## src/rtl/stump_misr.sv

```systemverilog
// stump_misr: multiple-input signature register at the output end of a
// STUMPS BIST path. Each scan-chain serial output So[i] feeds MISR bit i.
// A session starts with the seed, compacts a programmed number of enabled
// shift cycles, then compares the result against a golden signature.
// The result is reported to the BIST controller on Done/Pass.
//
// Optional build macro:
//   MISR_XMASK_EN - adds the So_Mask input. A masked chain contributes 0,
//                   which blocks X values from reaching the signature.
module stump_misr #(
    parameter int MISR_Size = 64,
    parameter int CNT_W     = 32
) (
    input  logic                 clk,
    input  logic                 internalRstN,
    input  logic                 Start,
    input  logic                 Abort,
    input  logic                 MISR_En,
    input  logic [MISR_Size-1:0] MISR_Poly,
    input  logic [MISR_Size-1:0] MISR_Seed,
    input  logic [CNT_W-1:0]     Total_Cycles,
    input  logic [MISR_Size-1:0] Golden_Sig,
    input  logic [MISR_Size-1:0] So,
`ifdef MISR_XMASK_EN
    input  logic [MISR_Size-1:0] So_Mask,
`endif
    output logic [MISR_Size-1:0] MISR_Out,
    output logic                 Busy,
    output logic                 Done,
    output logic                 Pass
);

    localparam logic [1:0] ST_IDLE    = 2'd0;
    localparam logic [1:0] ST_COMPACT = 2'd1;
    localparam logic [1:0] ST_CHECK   = 2'd2;
    localparam logic [1:0] ST_DONE    = 2'd3;

    logic [1:0]           state;
    logic [1:0]           state_nxt;
    logic [CNT_W-1:0]     cnt;
    logic [CNT_W-1:0]     tc_q;
    logic [MISR_Size-1:0] so_eff;
    logic [MISR_Size-1:0] misr_next;
    logic                 start_ok;
    logic                 shift_en;
    logic                 last_shift;

    // Start is honoured only when no session is running.
    assign start_ok   = Start && ((state == ST_IDLE) || (state == ST_DONE));
    assign shift_en   = (state == ST_COMPACT) && MISR_En;
    // The counter stops at the terminal compare, so it can never wrap.
    assign last_shift = shift_en && (cnt == tc_q - 1'b1);

    // Chain data after optional X-masking.
    always_comb begin
`ifdef MISR_XMASK_EN
        so_eff = So & ~So_Mask;
`else
        so_eff = So;
`endif
    end

    // Galois right shift: bit 0 leaves and is fed back through the taps.
    always_comb begin
        misr_next[MISR_Size-1] = MISR_Out[0] ^ so_eff[MISR_Size-1];
        for (int i = 0; i < MISR_Size - 1; i++) begin
            misr_next[i] = (MISR_Out[0] & MISR_Poly[i]) ^ MISR_Out[i+1] ^ so_eff[i];
        end
    end

    // Session sequencing; Abort overrides everything else.
    always_comb begin
        // NOTE: default assignment first so no path leaves state_nxt unassigned (no latch).
        state_nxt = state;
        if (Abort) begin
            state_nxt = ST_IDLE;
        end else begin
            case (state)
                ST_IDLE, ST_DONE: begin
                    if (Start) begin
                        state_nxt = (Total_Cycles == '0) ? ST_CHECK : ST_COMPACT;
                    end
                end
                ST_COMPACT: begin
                    if (last_shift) begin
                        state_nxt = ST_CHECK;
                    end
                end
                ST_CHECK: state_nxt = ST_DONE;
                default:  state_nxt = ST_IDLE;
            endcase
        end
    end

    // State, registered status flags, signature, counter and compare result.
    always_ff @(posedge clk or negedge internalRstN) begin
        if (!internalRstN) begin
            state    <= ST_IDLE;
            cnt      <= '0;
            tc_q     <= '0;
            MISR_Out <= '0;
            Busy     <= 1'b0;
            Done     <= 1'b0;
            Pass     <= 1'b0;
        end else begin
            // NOTE: non-blocking assignments so every register samples pre-edge values.
            state <= state_nxt;
            // Flags follow the next state, so they are registered and mutually exclusive.
            Busy  <= (state_nxt == ST_COMPACT) || (state_nxt == ST_CHECK);
            Done  <= (state_nxt == ST_DONE);
            if (Abort) begin
                cnt  <= '0;
                Pass <= 1'b0;
            end else if (start_ok) begin
                MISR_Out <= MISR_Seed;
                cnt      <= '0;
                tc_q     <= Total_Cycles;
                Pass     <= 1'b0;
            end else if (shift_en) begin
                MISR_Out <= misr_next;
                cnt      <= cnt + 1'b1;
            end else if (state == ST_CHECK) begin
                Pass <= (MISR_Out == Golden_Sig);
            end
        end
    end

endmodule

```

## config.mk

```make
export PLATFORM = sky130hd
export DESIGN_NAME = stump_misr
export DESIGN_NICKNAME = d
export VERILOG_FILES = /design/src/rtl/stump_misr.sv
export SDC_FILE = /design/constraint.sdc
export NUM_CORES = 1
export LEC_CHECK = 0
export CAP_MARGIN = 20
export CELL_PAD_IN_SITES_DETAIL_PLACEMENT = 1
export CELL_PAD_IN_SITES_GLOBAL_PLACEMENT = 2
export CORE_MARGIN = 2
export CORE_UTILIZATION = 27
export DETAILED_ROUTE_END_ITERATION = 10
export GPL_ROUTABILITY_DRIVEN = 0
export PLACE_DENSITY = 0.87
export SYNTH_ARGS = -nofsm -noshare
export SYNTH_HDL_FRONTEND = slang
export SYNTH_SLANG_ARGS = --single-unit
```

## constraint.sdc

```tcl
create_clock -name clk -period 6.2 [get_ports clk]
set_clock_uncertainty 0.05 [all_clocks]
set_input_delay 1.24 -clock clk [delete_from_list [all_inputs] [get_ports clk]]
set_output_delay 1.24 -clock clk [all_outputs]
set_load 0.02 [all_outputs]
```

==> metrics.md, run 1 <==
| Metric | Value |
|---|---|
| Fin util | `0.412` |
| Distinct cells, synth | `55` |
| FF-to-FF End | `Busy` |
| H-tree depth | `4` |
| Arrival time worst endpoint | `between 4000 and 5000 ps` |
| Largest net degree at the start of global routing | `84` |
| Synth Area per Inst | `8.55 um^2` |
| Type of the worst setup path | `flop to flop` |
| Critical path endpoint category | `flop` |
| PnR worst setup slack | `approximately 2100 ps` |
| CP max FO | `9` |
| Hold buffer count at cts | `0` |
| Multiplexer share of the synthesized area | `0.0466` |
| GRT busiest layer | `met2` |
| Final net count | `1,690` |
| Global routing met1 resource utilization | `0.247` |
| Buffer levels on the longest clock path | `2` |
| Gate Count Post-Synth | `around 1,100` |
| Net count after synthesis | `between 1,000 and 1,500` |
| GRT Residual Overflow | `0` |
| Endpoints failing hold | `0` |
| Xor and xnor area share after synthesis | `0.245` |
| Remaining antenna violation count | `0` |
| Drt wl/cell | `between 20 and 25 um` |
| Antenna violations before repair | `11` |
| CTS Sinks | `around 130` |
| VDD IR max | `~0.19 mV` |
| Post-detail-place hpwl | `just over 30,000 um` |
| Die ar. | `between 30,000 and 40,000 um^2` |
| Synth Area in Adders | `0.00689` |
| Buf+Inv Stages, Crit Path | `1` |
| Worst-case hold slack | `504 ps` |
| CP startpoint kind | `flop` |
| Vias in the first global route | `approximately 9,800` |
| CP delay by family, top | `simple AND/OR/NAND/NOR gates` |
| Cell area power density | `425 nW/um^2` |
| Cells along the critical path | `inv_1 -> ha_1 -> or4b_2 -> nor4_1 -> xnor2_1 -> o311ai_0 -> nand3_1 -> nor4b_1 -> and4b_1 -> o21ai_0 -> ha_1` |
| IO Port Bufs | `between 300 and 400` |
| DP Area | `between 10,000 and 15,000 um^2` |
| Hold Path End | `Pass` |
| Register area share after synthesis | `0.367` |
| Synth Register Bits | `between 100 and 150` |
| CTS Root Cell | `clkbuf_16` |
| Compound-gate portion of the synthesized area | `0.109` |
| Final setup fails | `0` |
| Fillers | `around 3,900` |
| Num CTS Buffers | `17` |
| Routed wire length | `between 30,000 and 40,000 um` |
| Hold path start | `Pass` |
| Clock Latency Late Sink | `roughly 430 ps` |
| Fin crit share | `0.659` |
| DR vias/cell | `4.79` |
| Synthesized cell area | `slightly above 9000 um^2` |
| Proportion of layout cells with a drive suffix above 1 | `0.0584` |
| Placeable Area | `33,300 um^2` |
| GR Layer Usage met2 | `0.408` |
| Die width | `around 190 um` |
| Max-slew headroom | `0.317` |
| Post-synth EDFFs | `0` |
| CP most frequent cell | `ha_1` |
| Worst R2R Setup Slack | `roughly 2100 ps` |
| First-pass GRT wire length | `a little under 60,000 um` |
| Rows | `67` |
| Async SR Flop Fraction | `1.00` |
| CTS tree | `yes` |
| M3 GR Usage | `0.0497` |
| Setup total negative slack | `0 ps` |
| Slowest-stage cell, CP | `or4b_2` |
| Num ports | `360` |
| Post-CTS setup buffers | `0` |
| Initial Util | `0.273` |
| Layout area overhead | `51.2%` |
| Total GRT Usage | `0.220` |
| Via count | `8,928` |
| Final instance area | `13,700 um^2` |
| Post-layout min period | `just over 4000 ps` |
| # Max-Cap Violations | `0` |
| DRT Pass-1 Iters | `4` |
| Max-slew violations | `0` |
| Reported leakage power | `~0.0052 uW` |
| Post-place setup slack | `1760 ps` |
| Worst path required time | `6460 ps` |
| Largest family of logic cells by synthesized area | `XOR/XNOR gates` |
| Ys Warns | `0` |
| Post-Synth Simple-Gate Area | `0.199` |
| WHS Path Cells | `2` |
| Synth Flop Type | `dfrtp_1` |
| Max Clock Freq | `roughly 0.24 GHz` |
| Unrepaired setup endpoints after global routing | `no` |
| Min-Delay Path Class | `flop to flop` |
| Worst-margin pin slew | `1020 ps` |
| # resized after CTS | `0` |
| Outcome | `completed` |
| Die Ht | `around 190 um` |
| Worst r2r src | `tc_q[0]` |
| R2r worst-path depth | `11` |
| 1st-iter DRT viols | `~300` |
| Origin of the worst setup path | `tc_q[0]` |
| CP peak stage delay | `around 760 ps` |
| CTS clk-pin slew, worst paths | `~60 ps` |
| DRC | `0` |
## state kept, by name, summed over array words and instances (netlist names)
signal	flops
state	2
Done	1
Pass	1
cnt	32
MISR_Out	64
tc_q	32
Busy	1
## synth_stat cells, drive strengths merged, types with 2 or more instances
| cell type | count | area, um^2 |
|---|---|---|
| or4 | 7 | 56.3 |
| a21oi | 76 | 380 |
| nor3 | 13 | 70.1 |
| nand4 | 19 | 119 |
| mux2i | 4 | 40.0 |
| and3 | 6 | 37.5 |
| o31ai | 3 | 22.5 |
| and4 | 3 | 26.3 |
| mux2 | 34 | 383 |
| nand2 | 148 | 556 |
| nor4b | 3 | 26.3 |
| clkbuf | 45 | 169 |
| nor3b | 2 | 15.0 |
| o311ai | 2 | 17.5 |
| o21bai | 2 | 15.0 |
| inv | 11 | 41.3 |
| o2111ai | 2 | 17.5 |
| o21ai | 78 | 390 |
| nor2 | 106 | 398 |
| nor2b | 3 | 18.8 |
| buf | 8 | 33.8 |
| nand3b | 2 | 15.0 |
| o21a | 2 | 15.0 |
| dfrtp | 133 | 3330 |
| or3 | 12 | 80.1 |
| and2 | 4 | 25.0 |
| xnor2 | 184 | 1620 |
| nor4 | 27 | 169 |
| a2111oi | 4 | 41.3 |
| nand2b | 6 | 37.5 |
| nand3 | 21 | 105 |
| ha | 5 | 62.6 |
| a22oi | 2 | 15.0 |
| xor2 | 69 | 604 |
| or2 | 2 | 12.5 |
## routing by layer
| metal | share of wire | up-vias |
|---|---|---|
| met5 | 0.00036 | - |
| met3 | 0.047 | 44 |
| met2 | 0.52 | 243 |
| met1 | 0.40 | 4369 |
| li1 | - | 4270 |
| met4 | 0.029 | 2 |
## cells in the final DEF (no fill, tap or decap), drive strengths merged, types with 3 or more instances in the layout
cell,count
a2111oi,4
a21oi,76
and2,4
and3,6
and4,3
buf,7
clkbuf,25
clkdlybuf4s50,357
clkinvlp,3
dfrtp,133
diode,10
ha,5
inv,11
mux2,34
mux2i,4
nand2,148
nand2b,6
nand3,21
nand4,19
nor2,106
nor2b,3
nor3,13
nor4,27
nor4b,3
o21ai,78
o31ai,3
or3,12
or4,7
xnor2,184
xor2,69
## logic make-up after synthesis
kind of cell    Yosys count
simple gates            388
xor+xnor                253
compound gates          181
flops                   133
buf+inv                  64
mux                      38
fa+ha+maj                 5
## final cells by class
| class | instances | area, um^2 | share of cell area |
|---|---|---|---|
| diodes | 10 | 25.0 | 0.00182 |
| clock buffers | 25 | 515 | 0.0376 |
| clock inverters | 7 | 92.6 | 0.00675 |
| inverters | 11 | 41.3 | 0.00301 |
| multi-input cells | 865 | 5520 | 0.402 |
| flip-flops and latches | 133 | 3330 | 0.243 |
| well taps | 448 | 561 | 0.0408 |
| repair buffers | 364 | 3640 | 0.265 |
## stage by stage
stage,total power [uW],cells
floorplan,3480,1062
global placement,4690,1821
detailed placement,4780,1821
CTS,5900,1853
global route,6240,1861
finish,5830,1863
## worst register-to-register path: cells and delay by family (launching register included)
kind	cells	cell delay (ps)
flip-flops	1	430
adder cells (fa/ha/maj)	2	540
AND/OR/NAND/NOR	5	2180
AO/OA/AOI/OAI	2	590
XOR/XNOR	1	120
buffers and inverters	1	80
## how the worst max path moves through the flow
stage          endpoint  slack (ps)  cells after the start
2_1_floorplan      Busy        2780                     12
3_3_place_gp    cnt[31]        1790                      8
3_5_place_dp    cnt[31]        1760                      8
4_1_cts            Busy        2110                     11
5_1_grt            Busy        1830                     11
6_report           Busy        2110                     11
## report_power, final
group,leakage (uW),switching (uW),internal [uW]
Combinational,0.00322,1590,1430
Clock,0.000292,414,656
Sequential,0.00169,557,1180
(Power assumes the default switching activity.)
==> inputs of run 2 (changes only) <==
--- a/config.mk
+++ b/config.mk
@@ -9,10 +9,10 @@
 export CELL_PAD_IN_SITES_DETAIL_PLACEMENT = 1
 export CELL_PAD_IN_SITES_GLOBAL_PLACEMENT = 2
 export CORE_MARGIN = 2
-export CORE_UTILIZATION = 27
+export CORE_UTILIZATION = 22
 export DETAILED_ROUTE_END_ITERATION = 10
 export GPL_ROUTABILITY_DRIVEN = 0
-export PLACE_DENSITY = 0.87
+export PLACE_DENSITY = 0.75
 export SYNTH_ARGS = -nofsm -noshare
 export SYNTH_HDL_FRONTEND = slang
 export SYNTH_SLANG_ARGS = --single-unit
==> constraint.sdc (replaced) <==
create_clock -name clk -period 3.41 [get_ports clk]
set_clock_uncertainty 0.05 [all_clocks]
set_input_delay 0.682 -clock clk [delete_from_list [all_inputs] [get_ports clk]]
set_output_delay 0.682 -clock clk [all_outputs]
set_load 0.02 [all_outputs]
==> run 2 against run 1 <==
Net effect:
- power rose by 89%
- worst setup slack lost 2100 ps
- count of clock-buffer cells in the layout did not move
- clock power grew 90%
- register-to-register slack got worse by 2100 ps
- first-iteration DRC count rose by 2.0%
- critical endpoint unchanged
- highest routed layer unchanged
==> metrics.md, run 2 (same netlist as run 1, synthesis figures left out) <==
| Metric | Value |
|---|---|
| Largest regs | `MISR_Out x64, cnt x32, tc_q x32` |
| Outcome | `completed` |
| Drt wl/cell | `20.1 um (-2.4%)` |
| Reported leakage power | `0.00553 uW (+6.2%)` |
| CTS Root Cell | `clkbuf_16` |
| Placed Cells | `1,946 (+6.9%)` |
| CTS tree | `yes` |
| Met2 wire length | `19,900 um (-0.47%)` |
| Rows | `74 (+10%)` |
| Commonest non-fill, non-tap cell in the layout | `clkdlybuf4s50_1` |
| Comb pwr share | `0.533 (+0.015)` |
| Die ar. | `42,900 um^2 (+22%)` |
| CTS Sinks | `133 (unchanged)` |
| Final net count | `1,739 (+2.9%)` |
| DR vias/cell | `4.54 (-5.2%)` |
| Clock Latency Late Sink | `430 ps (about the same)` |
| Endpoints failing hold | `0 (unchanged)` |
| Vias in the first global route | `9,689 (-1.0%)` |
| Max-slew headroom | `0.438 (+0.121)` |
| Sequential power share | `0.282 (-0.016)` |
| Via count | `9,043 (+1.3%)` |
| 1st-iter DRT viols | `305 (+2.0%)` |
| Initial Util | `0.223 (-0.0499)` |
| Type of the worst setup path | `flop to flop` |
| Largest net degree at the start of global routing | `129 (+54%)` |
| First-pass GRT wire length | `60,100 um (+3.4%)` |
| DRC | `0 (unchanged)` |
| VDD IR max | `0.349 mV (+85%)` |
| Post-Layout Cell Count | `1,991 (+6.9%)` |
| Die width | `207 um (+11%)` |
| Worst-margin pin slew | `843 ps (-173 ps)` |
| IO Port Bufs | `358 (unchanged)` |
| Largest Register | `MISR_Out` |
| Num ports | `360 (unchanged)` |
| Min-Delay Path Class | `input pin to async pin` |
| Cell area power density | `765 nW/um^2 (+80%)` |
| Setup total negative slack | `0 ps (unchanged)` |
| Proportion of layout cells with a drive suffix above 1 | `0.0970 (+0.0386)` |
| Worst path required time | `3670 ps (-2790 ps)` |
| CP max FO | `8 (-1)` |
| Unrepaired setup endpoints after global routing | `yes` |
| Layout area overhead | `58.2%` |
| CTS clk-pin slew, worst paths | `60 ps (about the same)` |
| GRT Residual Overflow | `0 (unchanged)` |
| # Max-Cap Violations | `0 (unchanged)` |
| Arrival time worst endpoint | `3620 ps (-730 ps)` |
| Fin crit share | `0.987 (+0.328)` |
| Clock share of power | `0.185 (about the same)` |
| DRT Pass-1 Iters | `4 (unchanged)` |
| Psw | `4730 uW (+85%)` |
| Switch share | `0.431 (-0.00792)` |
| M1 WL | `16,300 um (+4.7%)` |
| Post-detail-place hpwl | `32,000 um (+5.7%)` |
| Post-layout min period | `3370 ps (-719 ps)` |
| Die Ht | `207 um (+11%)` |
| Routed wire length | `40,100 um (+4.3%)` |
| Antenna violations before repair | `11 (unchanged)` |
| Total GRT Usage | `0.186 (-0.0341)` |
| Remaining antenna violation count | `0 (unchanged)` |
| Most frequent cells in the layout | `clkdlybuf4s50_1 (357), xnor2_1 (183), nand2_1 (148)` |
| Buffer levels on the longest clock path | `2 (unchanged)` |
| Critical path endpoint category | `flop` |
| Cell internal pwr | `6260 uW (+91%)` |
| Num CTS Buffers | `17 (unchanged)` |
| Fin util | `0.353 (-0.0599)` |
| H-tree depth | `4 (unchanged)` |
| Max Used Layer | `met5` |
| Placeable Area | `40,700 um^2 (+22%)` |
| Max FFs per register | `64 (unchanged)` |
| CP startpoint kind | `flop` |
| Hold buffer count at cts | `0 (unchanged)` |
| Max Clock Freq | `0.297 GHz (+21%)` |
| WL met3 | `2900 um (+59%)` |
| Max-slew violations | `0 (unchanged)` |
| Final setup fails | `0 (unchanged)` |
run 2: cell count changes in the layout (fill, tap and decap cells not counted), moves of 3 or more:
cell,delta
nor4_1,-3
buf_4,+44
diode_2,-5
buf_12,+4
a2111oi_0,-3
run 2: layer usage:
metal  track usage  up-vias
met1         0.217     4385
met4        0.0581       10
met3        0.0640       45
li1              -     4358
met2         0.319      245
met5             0        -
run 2: cell type report:
| type | count | area, um^2 |
|---|---|---|
| diodes | 5 | 12.5 |
| clock buffers | 25 | 526 |
| clock inverters | 7 | 115 |
| fillers | 4682 | 26400 |
| inverters | 11 | 41.3 |
| multi-input cells | 865 | 5610 |
| flip-flops and latches | 133 | 3330 |
| well taps | 532 | 666 |
| repair buffers | 413 | 4060 |
run 2: repair_timing:
item / CTS / global route
setup buffers: 0 / 8
pin swaps: 0 / 8
gates resized for setup: 6 / 14
endpoints found under the setup margin: 4 / 2
run 2: path summary, 6_finish.rpt:
kind,from,end,slack [ps],cells past startpoint
setup / recovery,tc_q[6],Busy,40,9
hold / removal,internalRstN,tc_q[0],210,1
setup reg to reg,tc_q[6],Busy,40,9
hold reg to reg,Pass,Pass,490,2
max in group asynchronous,internalRstN,MISR_Out[28],2340,2
min in group clk,Pass,Pass,490,2
run 2: power groups by stage:
| stage | logic [uW] | registers (uW) | clock network (uW) |
|---|---|---|---|
| after floorplan | 3120 | 3220 | 0 |
| after global placement | 5770 | 3100 | 0 |
| after detailed placement | 5850 | 3120 | 0 |
| after CTS | 5900 | 3110 | 2090 |
| after global routing | 6450 | 3200 | 2150 |
| final | 5860 | 3100 | 2030 |
run 2: critical path, cell delays in order, from the launching register on:
cell	delay, ps
dfrtp_1	380
or4_4	550
or3_4	350
or3_4	470
a2111oi_4	330
a311oi_1	100
nor4b_2	320
and4b_1	300
o21ai_2	90
ha_1	300
run 2: through the flow:
step / cell area [um^2] / hold WS, ps / setup slack, ps / total power, uW
after floorplan: 9080 / 336 / 4.15 / 6330
after CTS: 14200 / 231 / 10.4 / 11100
after global placement: 13600 / 487 / -321 / 8870
after global routing: 14400 / 254 / -54.7 / 11800
after detailed placement: 13600 / 492 / -326 / 8970
final: 14400 / 205 / 42.6 / 11000
==> inputs of run 3 (changes only) <==
==> config.mk (replaced) <==
export PLATFORM = sky130hd
export DESIGN_NAME = stump_misr
export DESIGN_NICKNAME = d
export VERILOG_FILES = /design/src/rtl/stump_misr.sv
export SDC_FILE = /design/constraint.sdc
export NUM_CORES = 1
export LEC_CHECK = 0
export CELL_PAD_IN_SITES_DETAIL_PLACEMENT = 1
export CELL_PAD_IN_SITES_GLOBAL_PLACEMENT = 2
export CORE_MARGIN = 2
export CORE_UTILIZATION = 27
export DETAILED_ROUTE_END_ITERATION = 10
export GPL_ROUTABILITY_DRIVEN = 0
export PLACE_DENSITY = 0.87
export SYNTH_ARGS = -nofsm -noshare
export SYNTH_HDL_FRONTEND = slang
export SYNTH_SLANG_ARGS = --single-unit
==> constraint.sdc (replaced) <==
create_clock -name clk -period 4.1 [get_ports clk]
set_clock_uncertainty 0.05 [all_clocks]
set_input_delay 0.82 -clock clk [delete_from_list [all_inputs] [get_ports clk]]
set_output_delay 0.82 -clock clk [all_outputs]
set_load 0.02 [all_outputs]
==> run 3 against run 2 <==
Net effect:
- global-route usage increased by 3.3 points
- worst hold slack improved by 130 ps
- core utilization increased by 6.2 points
- non-clock buffer count decreased by 40
- count of clock-buffer cells in the layout decreased by 5
- cell area decreased by 4.0%
- first-iteration DRC count decreased by 0.98%
- critical path type unchanged
==> metrics.md, run 3 (same netlist as run 1, synthesis figures left out) <==
| Metric | Value |
|---|---|
| FF-to-FF End | `Busy` |
| Most frequent cells in the layout | `clkdlybuf4s50_1 (357), xnor2_1 (183), nand2_1 (148)` |
| # Max-Cap Violations | `0 (unchanged)` |
| Routed wire length | `38,100 um (-5.0%)` |
| Antenna violations before repair | `8 (-3)` |
| CTS Root Cell | `clkbuf_16` |
| 1st-iter DRT viols | `302 (-0.98%)` |
| Endpoints failing hold | `0 (unchanged)` |
| Critical path endpoint category | `flop` |
| Vias in the first global route | `9,770 (+0.84%)` |
| Num ports | `360 (unchanged)` |
| Via count | `8,978 (-0.72%)` |
| Fin util | `0.414 (+0.0618)` |
| Reported leakage power | `0.00524 uW (-5.2%)` |
| Worst R2R Setup Slack | `300 ps (+250 ps)` |
| Worst-margin pin slew | `887 ps (+43.8 ps)` |
| Hold buffer count at cts | `0 (unchanged)` |
| DR vias/cell | `4.81 (+5.8%)` |
| VDD IR max | `0.291 mV (-17%)` |
| Largest net degree at the start of global routing | `72 (-44%)` |
| Type of the worst setup path | `flop to flop` |
| Total GRT Usage | `0.219 (+0.0327)` |
| Remaining antenna violation count | `0 (unchanged)` |
| Worst path required time | `4350 ps (+680 ps)` |
| First-pass GRT wire length | `57,800 um (-3.9%)` |
| Worst r2r src | `tc_q[0]` |
| R2r worst-path depth | `10 (+1)` |
| CTS clk-pin slew, worst paths | `60 ps (about the same)` |
| Post-place setup slack | `274 ps (+600 ps)` |
| PnR worst setup slack | `297 ps (+254 ps)` |
| Arrival time worst endpoint | `4060 ps (+440 ps)` |
| Unrepaired setup endpoints after global routing | `no` |
| H-tree depth | `4 (unchanged)` |
| Cell area power density | `636 nW/um^2 (-17%)` |
| Die ar. | `35,100 um^2 (-18%)` |
| CP max FO | `9 (+1)` |
| Clock Latency Late Sink | `440 ps (about the same)` |
| Post-layout min period | `3800 ps (+436 ps)` |
| DRT Pass-1 Iters | `4 (unchanged)` |
| Max-slew violations | `0 (unchanged)` |
| Setup total negative slack | `0 ps (unchanged)` |
| Largest regs | `MISR_Out x64, cnt x32, tc_q x32` |
| Final setup fails | `0 (unchanged)` |
| Largest Register | `MISR_Out` |
| Buffer levels on the longest clock path | `2 (unchanged)` |
| Die Ht | `187 um (-9.5%)` |
| CTS tree | `yes` |
| Max-slew headroom | `0.407 (-0.0308)` |
| GRT Residual Overflow | `0 (unchanged)` |
| Proportion of layout cells with a drive suffix above 1 | `0.0665 (-0.0305)` |
| CP startpoint kind | `flop` |
| Max Clock Freq | `0.263 GHz (-11%)` |
| Layout area overhead | `51.9%` |
| Min-Delay Path Class | `input pin to async pin` |
| Initial Util | `0.273 (+0.0499)` |
| Max FFs per register | `64 (unchanged)` |
| Worst-case hold slack | `339 ps (+133 ps)` |
| Post-detail-place hpwl | `30,200 um (-5.8%)` |
| Drt wl/cell | `20.4 um (+1.3%)` |
| Rows | `67 (-9.5%)` |
| Num CTS Buffers | `17 (unchanged)` |
| Die width | `187 um (-9.5%)` |
| DP Area | `13,200 um^2 (-2.8%)` |
| DRC | `0 (unchanged)` |
| IO Port Bufs | `358 (unchanged)` |
| CTS Sinks | `133 (unchanged)` |
| Commonest non-fill, non-tap cell in the layout | `clkdlybuf4s50_1` |
| Final net count | `1,699 (-2.3%)` |
| Fin crit share | `0.928 (-0.0599)` |
| Outcome | `completed` |
| Final instance area | `13,800 um^2 (-4.0%)` |
| Placeable Area | `33,300 um^2 (-18%)` |
==> run 3: cell types whose count changed in the layout (fill, tap and decap cells not counted), sizes merged <==
cell / delta
buf: -40
bufinv: -1
clkbuf: -5
clkinv: +2
clkinvlp: +4
diode: +1
==> run 3: report_power, final <==
part	leakage [uW]	total [uW]	switching [uW]	internal [uW]
combinational	0.00328	4580	2390	2190
clock	0.000276	1570	634	940
sequential	0.00169	2620	829	1790
==> run 3: per-layer routing <==
metal / vias up / GRT usage / part of all wire
met2: 246 / 0.403 / 0.54
li1: 4273 / - / -
met1: 4422 / 0.243 / 0.38
met4: 4 / 0.0615 / 0.017
met5: - / 0 / 0.00074
met3: 33 / 0.0657 / 0.062
==> run 3: worst max-delay path by stage <==
stage | start | end | slack (ps) | cells past startpoint
5_1_grt | tc_q[0] | Busy | 50 | 12
3_5_place_dp | tc_q[0] | Busy | 270 | 12
2_1_floorplan | tc_q[0] | Busy | 680 | 12
4_1_cts | tc_q[0] | Busy | 210 | 12
3_3_place_gp | tc_q[0] | Busy | 360 | 12
6_report | tc_q[0] | Busy | 300 | 10
==> run 3: critical path, stage by stage, from the launching register on <==
cell and delay (ps):
dfrtp_1 430, inv_1 80, ha_1 220, or4b_2 770, or3_1 570, a2111oi_2 420
a311oi_1 110, nor4b_1 330, and4b_1 260, o21ai_0 120, ha_1 310
==> run 3: timing repair <==
item / 4_1_cts / 5_1_grt
hold endpoints to repair: 0 / 0
resized for setup: 0 / 1
setup buffers: 0 / 0
setup endpoints to repair: 0 / 1
==> run 3: stage by stage <==
stage               total power (uW)  std cells
floorplan                       5270       1062
global placement                7140       1830
detailed placement              7240       1830
CTS                             8880       1862
global route                    9420       1866
finish                          8770       1868
==> run 3: layout make-up <==
class | count | area, um^2
Clock buffer | 20 | 467
Inverter | 11 | 41.3
Clock inverter | 12 | 129
Timing Repair Buffer | 373 | 3720
Fill cell | 3851 | 19500
Tap cell | 448 | 561
Multi-Input combinational cell | 865 | 5530
Sequential cell | 133 | 3330
Antenna cell | 6 | 15.0
